$ cat config.mk
export PLATFORM = sky130hd
export DESIGN_NAME = morse_encoder
export DESIGN_NICKNAME = d
export VERILOG_FILES = /design/src/rtl/morse_encoder.sv
export SDC_FILE = /design/constraint.sdc
export NUM_CORES = 1
export LEC_CHECK = 0
export BUFFER_PORTS_ARGS = -buffer_cell sky130_fd_sc_hd__buf_2
export CAP_MARGIN = 10
export CORE_MARGIN = 3
export CORE_UTILIZATION = 60
export CTS_CLUSTER_SIZE = 20
export DETAILED_ROUTE_END_ITERATION = 10
export PLACE_DENSITY_LB_ADDON = 0.12
export SYNTH_ARGS = -nofsm -noshare
export SYNTH_HDL_FRONTEND = slang
export SYNTH_SLANG_ARGS = --single-unit
$ cat constraint.sdc
create_clock -name clock -period 7.7 [get_ports clock]
set_clock_uncertainty 0.1 [all_clocks]
set_input_delay 0.77 -clock clock [delete_from_list [all_inputs] [get_ports clock]]
set_output_delay 0.77 -clock clock [all_outputs]
set_load 0.05 [all_outputs]
$ cat src/rtl/morse_encoder.sv
// Replays a packed 10-bit Morse word (five 2-bit symbols, MSB pair first) as a
// timed on/off keying signal: dot/line marks, each followed by a fixed low gap.
module morse_encoder #(
    parameter int DOT_TICKS  = 25_000_000,
    parameter int LINE_TICKS = 75_000_000,
    parameter int GAP_TICKS  = 25_000_000
) (
    input  logic       clock,
    input  logic       reset,
    input  logic       start,
    input  logic [9:0] code,
    output logic       signal_out,
    output logic       busy,
    output logic       done,
    output logic [2:0] sym_count
);

    localparam int MAX_TICKS_DL = (DOT_TICKS > LINE_TICKS) ? DOT_TICKS : LINE_TICKS;
    localparam int MAX_TICKS    = (MAX_TICKS_DL > GAP_TICKS) ? MAX_TICKS_DL : GAP_TICKS;
    localparam int TW           = $clog2(MAX_TICKS + 1);

    localparam logic [TW-1:0] DOT_LOAD  = TW'(DOT_TICKS - 1);
    localparam logic [TW-1:0] LINE_LOAD = TW'(LINE_TICKS - 1);
    localparam logic [TW-1:0] GAP_LOAD  = TW'(GAP_TICKS - 1);

    typedef enum logic [2:0] {
        IDLE,
        SCAN,
        MARK,
        GAP,
        DONE
    } state_t;

    state_t        state;
    logic [9:0]    sh;
    logic [2:0]    idx;
    logic [TW-1:0] timer;

    // NOTE: all state is updated with non-blocking assignments so every
    // register samples the pre-edge values of its neighbours.
    always_ff @(posedge clock or posedge reset) begin
        if (reset) begin
            state     <= IDLE;
            sh        <= '0;
            idx       <= '0;
            timer     <= '0;
            sym_count <= '0;
        end else begin
            case (state)
                IDLE: begin
                    if (start) begin
                        sh        <= code;
                        idx       <= 3'd5;
                        sym_count <= '0;
                        state     <= SCAN;
                    end
                end

                SCAN: begin
                    if (idx == 3'd0) begin
                        state <= DONE;
                    end else begin
                        sh  <= {sh[7:0], 2'b00};
                        idx <= idx - 3'd1;
                        // 00 is an empty slot and 10 is invalid; both fall through and stay in SCAN.
                        case (sh[9:8])
                            2'b01: begin
                                timer <= DOT_LOAD;
                                state <= MARK;
                            end
                            2'b11: begin
                                timer <= LINE_LOAD;
                                state <= MARK;
                            end
                            default: state <= SCAN;
                        endcase
                    end
                end

                MARK: begin
                    if (timer == '0) begin
                        timer     <= GAP_LOAD;
                        sym_count <= sym_count + 3'd1;
                        state     <= GAP;
                    end else begin
                        timer <= timer - TW'(1);
                    end
                end

                GAP: begin
                    if (timer == '0) state <= SCAN;
                    else             timer <= timer - TW'(1);
                end

                DONE:    state <= IDLE;
                default: state <= IDLE;
            endcase
        end
    end

    // Moore decodes of the state register, so reset clears them without waiting for a clock.
    assign signal_out = (state == MARK);
    assign busy       = (state != IDLE);
    assign done       = (state == DONE);

endmodule
* Yosys cells after proc, flatten, opt, wreduce, memory -nomap -nowiden *
Index checks and enable logic that the tools add are counted.

cells by class
  equal/unequal tests = 12
  mux-type cells = 20
  add/subtract/negate cells = 3
  reduce and logical (&&, ||, !) cells = 12

operators with widths
  operator               number
  $mux 27                3
  $pmux 27 s3            1
  $pmux 27 s2            1
  $logic_not 27->1       1
  $sub 27x1->27 const B  1
  $mux 3                 8
  $mux 10                2
  $pmux 10 s2            1
  $pmux 3 s2             2
  $pmux 3 s4             1
  $reduce_and 3->1       3
  $ne 2x2->1 const B     4
  $eq 3x2->1 const B     2
  $logic_not 3->1        2
  $reduce_bool 3->1      2
  $reduce_and 4->1       1
  $reduce_bool 2->1      2
  $add 3x1->3 const B    1
  $eq 3x1->1 const B     1
  $eq 3x3->1 const B     1
  $ne 3x3->1 const B     1
  $sub 3x1->3 const B    1
  $eq 2x1->1 const B     1
  $eq 2x2->1 const B     1
  other kinds (3)        3

word-level totals
  logic and storage cells = 52
  output and inout port bits = 6
  input port bits = 13
  register bits after elaboration = 46

* Longest topological paths before layout *
  word-level depth = 5
  gate-level depth with buffers = 11
  mapped depth without buffers = 9

* Worst setup path before layout *
No wires, ideal clock.

  path kind = register to register
  from = register timer[0]
  to = register timer[2]
  stages on the path, launching flop included = 11
  arrival = 2.500 ns
  library setup time = 0.136 ns
  buffers on the path = 2
  slack = 4.964 ns
  cell sequence = dfrtp_1 > inv_1 > ha_1 > or4b_1 > or4_1 > o31ai_2 > buf_2 > inv_1 > buf_2 > a21oi_1 > o21ai_0

between the ends
  word-level cells in the longest chain between the ends = 3

ends and longest elaborated chain
  what                                                      RTL line  RTL
  from (decl)                                               37        logic [TW-1:0] timer;
  from (signal assigned)                                    86        timer <= timer - TW'(1);
  from (signal assigned)                                    92        else timer <= timer - TW'(1);
  $sub 27x1->27 / $logic_not 27->1 (equally long branches)  --
  $mux 27, or another cell as far along                     91        if (timer == '0) state <= SCAN;
  $pmux 27 s3 / $reduce_and 4->1 (equally long branches)    --

Parallel ways exist; a longest one is shown, timed or not. The select of a mux whose other input is x is not followed.
A chain may end at the register's enable or synchronous reset.

* Final worst setup path *
  from = register timer[0]
  to = register timer[22]

Same word-level chain as after synthesis.

==> metrics.md <==
| Metric | Value |
|---|---|
| Share of cells above drive strength 1 | between 10 and 15% |
| Core ar. | between 4000 and 5000 sq um |
| Max-Cap Viols | 0 |
| Worst slew pin tran | around 0.95 ns |
| Period minus WS final | around 3.1 ns |
| Detailed placement HPWL | between 3 and 4 mm |
| Num CTS Buffers | 5 |
| Period Utilization, post-route | approximately two fifths |
| Vias in the first global route | 1949 |
| Vias per cell | between 6 and 7 |
| Setup tns final | 0 ns |
| Worst IR Drop VDD | 209 uV |
| Die ar. | 5040 sq um |
| Power Density | between 300 and 400 nW/um^2 |
| RSZ-0062 raised after global routing | no |
| Final hold violations | 0 |
| Adder-Cell Fraction of Synth Area | approximately 2.5% |
| Post-Syn Nets | 297 |
| Clock transition at path regs | roughly 0.090 ns |
| Status | finished clean |
| Mapped Cells | about 280 |
| WL per Instance | about 16 microns |
| Clock buffer depth | 2 |
| Initial Util | about 63% |
| Critical path type | reg -> reg |
| Pins Over Slew Limit | 0 |
| Critical Path Sink Type | flop |
| Design area | 2780 sq um |
| Slew HR | between 30% and 40% |
| # DRC | 0 |
| Die W | 71.0 microns |
| Post_cts resized | 0 |
| DRT Pass-1 Iters | 4 |
| Dpl cell area | ~2700 sq um |
| Worst setup SP type | flop |
| Max Fclk | ~0.33 GHz |
| Seq cells post-synth | 46 |
| Nets | roughly 310 |
| Setup violators final | 0 |
| # rows | 23 |
| Num ports | 19 |
| Die Y-Extent | a little over 70 microns |
| Required @ worst endpoint | roughly 7.8 ns |
| Synth top area cells | dfrtp_1 (45%), o21ai_0 (5.7%), mux2i_1 (3.9%), nand2_1 (3.8%), or4_1 (3.8%) |
| Clock root buffer | clkbuf_8 |
| Sequential share of the synthesized area | between 40% and 50% |
| Synth area leader | dfrtp_1 |
| Antenna cells | 0 |
| Hold/Removal Path Class | reg -> reg |
| Netlist cell types | 40 |
| First-pass GRT wire length | 9.25 mm |
| Clock Latency Late Sink | between 0.3 and 0.4 ns |
| Global Route Usage Sum | between 20% and 30% |
| Syn Area/Cell | slightly above 9 sq um |
| Area delta synth->final | 9.67% |
| Critical Path Slowest Stage Cell | or4_1 |
| Combinational family with the most area after synthesis | simple AND/OR/NAND/NOR gates |
| Setup Buffers After CTS | 0 |
| CP cell instances | inv_1 > ha_1 > or4b_1 > or4_1 > o31ai_4 > buf_4 > nor4_1 > or3_1 |
| Post-synthesis compound-gate area fraction | a little under a fifth |
| Routed Antenna Nets | 0 |
| WL final | between 5 and 6 mm |
| CTS tree | built |
| Ys async rst share | 100% |
| Ys Warns | 0 |
| Post-CTS Hold Buffers | 0 |
| Initial antenna violation count | 0 |
| TritonCTS Sinks | 46 |
| DRT iter0 DRCs | approximately 240 |
| Arrival @ worst endpoint | roughly 3.1 ns |
| Ys flop type | dfrtp_1 |
| H-tree lvl count | 2 |
| Pin count of the biggest net entering global routing | 47 |
| Port bufs | 18 |
| Mapped Area | roughly 2500 sq um |
| DR vias | ~2200 |
| Proportion of synthesized area in mux cells | a little under 4% |
| Post-synth EDFFs | 0 |
| Synth Area in XOR/XNOR | 0% |
| CP Max Fanout | 37 |
| Placer Congestion | approximately 0.87 |
| Grt total ovfl | 0 |
| Leakage power | between 1 and 1.5 nW |
| Crit path largest cell delay | between 0.5 and 0.6 ns |
| Post-synthesis simple-gate area fraction | 25.9% |
| Filler cells | about 320 |
| Yosys top cell area share | between 40 and 50% |
state kept, by name, summed over array words and instances, names as in the netlist:
register / count
idx: 3
state: 3
timer: 27
sym_count: 3
sh: 10
kinds of logic (layout without fill, tap and decap cells):
| group | after synthesis | in the layout |
|---|---|---|
| mux | 10 | 10 |
| buf+inv | 26 | 44 |
| flops | 46 | 46 |
| fa+ha+maj | 5 | 5 |
| simple gates | 119 | 119 |
| compound gates | 73 | 73 |
path summary, 6_finish.rpt:
check	start	to	slack [ns]	cells past startpoint
min in group asynchronous	reset	idx[1]	0.58	2
max in group asynchronous	reset	timer[13]	6.33	2
worst max register to register	timer[0]	timer[22]	4.65	8
worst min register to register	idx[1]	idx[1]	0.38	2
worst max-delay path	timer[0]	timer[22]	4.65	8
worst min-delay path	idx[1]	idx[1]	0.38	2
cell type report:
cell class	instances	area [sq um]	area share [%]
Multi-Input combinational cell	207	1290	46.4
Sequential cell	46	1150	41.4
Timing Repair Buffer	21	113	4.05
Clock buffer	5	68.8	2.47
Tap cell	50	62.6	2.25
Inverter	15	56.3	2.02
Clock inverter	3	40.0	1.44
per-layer routing:
layer / up-vias / part of all wire [%] / track usage (%)
li1: 1093 / - / -
met5: - / 0 / 0
met2: 48 / 45 / 33.1
met4: 0 / 1.5 / 6.47
met3: 10 / 4.7 / 6.68
met1: 1015 / 49 / 33.8
per-stage QoR:
stage,total power [mW],worst slack (ns),utilization [%],hold WS [ns],cells
4_1_cts,0.931,4.66,69.0,0.384,347
2_1_floorplan,0.657,4.96,-,0.349,279
3_3_place_gp,0.740,4.74,66.3,0.361,339
5_1_grt,0.997,4.52,69.0,0.408,347
6_report,0.929,4.65,69.0,0.382,347
3_5_place_dp,0.756,4.67,66.3,0.366,339
synthesized netlist by cell type (2+ instances only):
cell type and count:
dfrtp_1 46, o21ai_0 29, nand2_1 26, nand3_1 18
nor2_1 16, inv_1 15, a21oi_1 14, or4_1 13
or3_1 11, mux2i_1 10, o31ai_1 10, nor4_1 9
nor3_1 6, buf_2 5, clkbuf_1 5, ha_1 5
and3_1 4, a2bb2oi_1 3, a31oi_1 3, nor2b_1 3
o41ai_1 3, or2_2 3, or4_4 3, a22oi_1 2
nand4_1 2
critical path: cells and delay by family, from the launching register on:
family | cells | cell delay, ns
flip-flops | 1 | 0.43
adder cells (fa/ha/maj) | 1 | 0.14
AO/OA/AOI/OAI | 1 | 0.25
AND/OR/NAND/NOR | 4 | 1.55
buffers and inverters | 2 | 0.45
power by group:
group | internal, mW | leakage (nW) | switching [mW]
Clock | 0.0955 | 0.0579 | 0.0809
Combinational | 0.125 | 0.627 | 0.237
Sequential | 0.316 | 0.534 | 0.0747
cells in the final DEF (no fill, tap or decap), types with 4 or more instances in the layout:
master    instances
or4_1            13
clkbuf_8          5
mux2i_1          10
and3_1            4
o21ai_0          28
nand3_1          18
ha_1              5
nor2_1           16
nand2_1          26
buf_2            18
or3_1            11
a21oi_1          14
nor4_1            9
o31ai_1          10
nor3_1            6
inv_1            14
dfrtp_1          46
No activity file was read; power rests on OpenSTA's default activity.
